$ cat config.mk
export PLATFORM = sky130hd
export DESIGN_NAME = mem_port_arbiter
export DESIGN_NICKNAME = d
export VERILOG_FILES = /design/src/rtl/mem_port_arbiter.sv
export SDC_FILE = /design/constraint.sdc
export NUM_CORES = 1
export LEC_CHECK = 0
export ABC_AREA = 1
export CAP_MARGIN = 25
export CORE_AREA = 2 2 194 196
export CTS_BUF_LIST = sky130_fd_sc_hd__clkbuf_4 sky130_fd_sc_hd__clkbuf_8 sky130_fd_sc_hd__clkbuf_16
export CTS_CLUSTER_SIZE = 8
export DETAILED_ROUTE_END_ITERATION = 10
export DIE_AREA = 0 0 196 198
export HOLD_SLACK_MARGIN = 0.15
export PLACE_DENSITY = 0.57
export SLEW_MARGIN = 20
export SYNTH_ARGS = -nofsm -noshare
export SYNTH_HDL_FRONTEND = slang
export SYNTH_SLANG_ARGS = --single-unit
$ cat constraint.sdc
create_clock -name clk -period 2.51 [get_ports clk]
set_input_delay 0.6275 -clock clk [delete_from_list [all_inputs] [get_ports clk]]
set_output_delay 0.6275 -clock clk [all_outputs]
set_load 0.01 [all_outputs]
$ cat src/rtl/mem_port_arbiter.sv
// Arbiter sharing one single-ported memory between the fetch stage (32-bit
// instructions) and the memory stage (64-bit loads/stores), one transaction at a time.
module mem_port_arbiter #(
  parameter int ADDR_W     = 64,
  parameter int DATA_W     = 64,
  parameter int TYPE_W     = 3,
  parameter int STARVE_MAX = 3
) (
  input  logic              clk,
  input  logic              reset,
  input  logic              flush,
  input  logic              if_req,
  input  logic [ADDR_W-1:0] if_addr,
  output logic              if_gnt,
  output logic              if_rvalid,
  output logic [31:0]       if_rdata,
  input  logic              d_req,
  input  logic              d_we,
  input  logic [ADDR_W-1:0] d_addr,
  input  logic [DATA_W-1:0] d_wdata,
  input  logic [TYPE_W-1:0] d_type,
  output logic              d_gnt,
  output logic              d_rvalid,
  output logic [DATA_W-1:0] d_rdata,
  output logic              mem_req,
  output logic              mem_we,
  output logic [ADDR_W-1:0] mem_addr,
  output logic [DATA_W-1:0] mem_wdata,
  output logic [TYPE_W-1:0] mem_type,
  input  logic              mem_gnt,
  input  logic              mem_rvalid,
  input  logic [DATA_W-1:0] mem_rdata,
  output logic              busy,
  output logic [1:0]        dbg_state
);

  localparam int SW = $clog2(STARVE_MAX + 1);

  typedef enum logic [1:0] {S_IDLE = 2'd0, S_REQ = 2'd1, S_RSP = 2'd2} state_t;

  state_t              r_state;
  state_t              w_next;
  logic                r_owner_f;
  logic [ADDR_W-1:0]   r_addr;
  logic                r_we;
  logic [DATA_W-1:0]   r_wdata;
  logic [TYPE_W-1:0]   r_type;
  logic                r_sel_hi;
  logic [SW-1:0]       r_starve;
  logic                r_kill;
  logic                r_if_rvalid;
  logic                r_d_rvalid;
  logic [DATA_W-1:0]   r_rdata;

  logic w_fetch_ok;
  logic w_starve_full;
  logic w_win_d;
  logic w_win_f;
  logic w_rsp;

  // Reset gates the grants so every output reads 0 while reset is held.
  assign w_fetch_ok    = if_req & ~flush;
  assign w_starve_full = (r_starve == SW'(STARVE_MAX));
  assign w_win_d = (r_state == S_IDLE) & reset & d_req & ~(w_fetch_ok & w_starve_full);
  assign w_win_f = (r_state == S_IDLE) & reset & w_fetch_ok & ~w_win_d;
  assign w_rsp   = (r_state == S_RSP) & mem_rvalid;

  always_ff @(posedge clk or negedge reset) begin
    if (!reset) r_state <= S_IDLE;
    else        r_state <= w_next;
  end

  always_comb begin
    w_next = r_state;
    case (r_state)
      S_IDLE:  if (w_win_d | w_win_f) w_next = S_REQ;
      S_REQ:   if (mem_gnt) w_next = S_RSP;
      S_RSP:   if (mem_rvalid) w_next = S_IDLE;
      default: w_next = S_IDLE;
    endcase
  end

  always_comb begin
    if_gnt    = w_win_f;
    d_gnt     = w_win_d;
    mem_req   = (r_state == S_REQ);
    busy      = (r_state != S_IDLE);
    dbg_state = r_state;
  end

  always_ff @(posedge clk or negedge reset) begin
    if (!reset) begin
      r_owner_f   <= 1'b0;
      r_addr      <= '0;
      r_we        <= 1'b0;
      r_wdata     <= '0;
      r_type      <= '0;
      r_sel_hi    <= 1'b0;
      r_starve    <= '0;
      r_kill      <= 1'b0;
      r_if_rvalid <= 1'b0;
      r_d_rvalid  <= 1'b0;
      r_rdata     <= '0;
    end else begin
      if (w_win_d) begin
        r_owner_f <= 1'b0;
        r_addr    <= d_addr;
        r_we      <= d_we;
        r_wdata   <= d_wdata;
        r_type    <= d_type;
        r_sel_hi  <= 1'b0;
      end
      if (w_win_f) begin
        r_owner_f <= 1'b1;
        r_addr    <= if_addr;
        r_we      <= 1'b0;
        r_wdata   <= '0;
        r_type    <= TYPE_W'(3'b110);
        r_sel_hi  <= if_addr[2];
      end
      // Count only losses where fetch was a real contender.
      if (w_win_f)                    r_starve <= '0;
      else if (w_win_d && w_fetch_ok) r_starve <= r_starve + SW'(1);
      if (w_rsp)                                           r_kill <= 1'b0;
      else if ((r_state != S_IDLE) && r_owner_f && flush)  r_kill <= 1'b1;
      r_if_rvalid <= w_rsp & r_owner_f & ~r_kill & ~flush;
      r_d_rvalid  <= w_rsp & ~r_owner_f;
      if (w_rsp) begin
        if (!r_owner_f) r_rdata <= r_we ? '0 : mem_rdata;
        else            r_rdata <= {32'd0, (r_sel_hi ? mem_rdata[63:32] : mem_rdata[31:0])};
      end
    end
  end

  assign mem_we    = r_we;
  assign mem_addr  = r_addr;
  assign mem_wdata = r_wdata;
  assign mem_type  = r_type;
  assign if_rvalid = r_if_rvalid;
  assign if_rdata  = r_rdata[31:0];
  assign d_rvalid  = r_d_rvalid;
  assign d_rdata   = r_rdata;

endmodule
==> results.tsv <==
metric	value	unit
leakagePower	7.470	nW
place_ws	-0.2742	ns
cts_htree_levels	1	
die_w	196	um
end_kind	output port	
ant_nets	0	
yosys.area_share.simple	32.78	%
synth_warnings	0	
crit_path_max_fanout	4	
setup_slack	0.09997	ns
wire_per_inst	17.35	um
dr.max_layer_used	met4	
fin_skew	0.02107	ns
synthXorXnorAreaFrac	0	%
drt-initial-drc-count	348	
drv_slew	0	
maxCapViolCount	0	
status	finished clean	
core	36960	sq um
period_minus_slack	2.410	ns
tightest_slew	0.8351	ns
postSynthAreaPerCell	8.106	sq um
hpwl	25970	um
drt_pre_antenna_iters	5	
dr_wl_met3	3387	um
numClockSinks	205	
route.met2.wl	17820	um
fin_util	42.95	%
pwr_density_cell	1094	nW/um^2
nets	1915	
holdCritPathClass	in2async	
start_kind	primary input	
via_per_inst	4.504	
grt_pass1_wl	55740	um
start_util	26.32	%
clock_path_buffers	3	
synth_compound_gate_area_share	5.506	%
row_count	71	
grt_usage	18.34	%
ys_ff_latch	205	
fin_crit_sh	96.02	%
path_class	in2out	
arrival	1.78	ns
drive_gt1_share	4.430	%
comb_power_share	46.6	%
die_h	198	um
drc	0	
cts_made_buffers	29	
synthAdderAreaFrac	0.1286	%
ioPinCount	503	
clkPwrFrac	19.8	%
met1_length	14680	um
grt_pass1_vias	9599	
syn_area	9727	sq um
switching_power	6.097	mW
netlist_instances	1200	
max_freq	414.9	MHz
die_area	38810	sq um
relSlewSlack	44.32	%
place_area	15080	sq um
antenna_found_initial	1	
overflow	0	
final-hold-violation-count	0	
rsz0062_at_grt	no	
io_buffers	502	
cts.reportedPaths.clkPinSlew	0.05	ns
syn-num-nets	1468	
root_buffer	clkbuf_16	
place_congestion	0.8098	
synth_top_family_by_area	simple AND/OR/NAND/NOR gates	
grt_max_degree	136	
setup_viol	0	
pwr-share-seq	33.6	%
swShare	35.09	%
cp_data_required_time	1.88	ns
wirelength	36820	um
muxShareOfSynthArea	0	%
seq_area_frac_synth	52.74	%
cts_tree	done	
p_int	11.28	mW
final_area	15870	sq um
peakVddDrop	0.0005007	V
vias	9561	
ys_types	24	
synthToLayoutAreaGrowth	63.20	%
clk_latency	0.55	ns
[worst max-delay path, cell delays in order]
cell and delay (ns):
clkdlybuf4s50_1 0.47, inv_2 0.10, nand3_1 0.08, nand2_2 0.13
nand2_2 0.08, inv_1 0.05, clkdlybuf4s15_2 0.25
[sequential cells by signal, summed over array words and instances, names as in the netlist, 2 cells and up]
register   count
d_rdata       64
mem_addr      64
mem_wdata     64
mem_type       3
dbg_state      2
r_starve       2
[area by class of cell]
type	count	area (sq um)
Sequential cell	205	5130
Inverter	73	276.5
Tap cell	474	593.1
Multi-Input combinational cell	810	3761
Antenna cell	1	2.502
Clock inverter	1	8.758
Timing Repair Buffer	528	5355
Clock buffer	31	747.0
Fill cell	3684	21080
[worst paths after layout]
| kind | slack (ns) | endpoint | cells after the start | startpoint |
|---|---|---|---|---|
| max | 0.1 | if_gnt | 7 | flush |
| min | 0.15 | r_starve[1]$_DFFE_PN0P_ | 2 | reset |
| max reg2reg | 0.39 | r_sel_hi$_DFFE_PN0P_ | 7 | dbg_state[1]$_DFFE_PN0P_ |
| min reg2reg | 0.44 | if_rvalid$_DFF_PN0_ | 1 | r_kill$_DFFE_PN0P_ |
| max in group asynchronous | 1.64 | mem_wdata[11]$_DFFE_PN0P_ | 2 | reset |
| min in group clk | 0.44 | if_rvalid$_DFF_PN0_ | 1 | r_kill$_DFFE_PN0P_ |
[per-stage QoR]
stage / TNS, ns / instances / power (mW) / hold WS [ns]
detailed placement: -16.05 / 2088 / 14.02 / 0.4286
finish: 0 / 2123 / 17.37 / 0.1544
floorplan: 0 / 1200 / 9.159 / 0.3319
global placement: -11.37 / 2088 / 13.96 / 0.4202
global route: 0 / 2123 / 18.50 / 0.1711
CTS: 0 / 2120 / 17.61 / 0.2940
[layout by cell type (no fill, tap or decap), types with 2 or more instances in the layout]
cell,Yosys,layout
nand2_1,527,526
clkdlybuf4s50_1,0,498
dfrtp_1,205,205
nand3_1,131,130
inv_1,71,70
nand3b_1,63,63
a21boi_0,32,32
o211ai_1,32,32
clkbuf_16,0,29
buf_4,33,16
buf_12,0,9
nor2_1,9,8
nor2_4,1,4
nand2_2,2,3
o21ai_0,3,3
inv_2,2,2
a21oi_1,2,2
clkbuf_8,0,2
[routing by layer]
layer	vias to the layer above	track usage, %
met2	391	31.69
met1	4475	21.84
met3	50	5.859
met5	-	0
met4	0	5.359
li1	4645	-
[power by group through the flow]
stage	registers (mW)	clock network (mW)	logic (mW)
floorplan	6.46	0	2.70
global placement	5.83	0	8.12
detailed placement	5.84	0	8.18
CTS	5.85	3.57	8.20
global route	6.05	3.67	8.78
finish	5.83	3.45	8.09
[Yosys cell counts (all sizes together)]
cell type    n  area share [%]
a21boi      32             2.5
a21oi        2            0.10
a31oi        1           0.064
buf         76             4.6
clkbuf      36             1.4
dfrtp      205              53
ha           1            0.13
inv         73             2.8
nand2      529              20
nand3      131             6.7
nand3b      63             4.9
nand4        1           0.064
nor2        12            0.59
nor3         1           0.051
o211ai      32             2.5
o21ai        4            0.32
o31ai        1           0.077
[repair_timing]
action,4_1_cts,5_1_grt
pin swaps,0,1
hold buffers,0,0
resized for setup,5,3
setup endpoints to repair,3,3
setup buffers,0,1
[logic make-up after synthesis]
kind of cell | after synthesis
buf+inv | 185
compound gates | 72
flops | 205
fa+ha+maj | 1
simple gates | 737
Note: power is estimated with default switching activity, not from simulation.
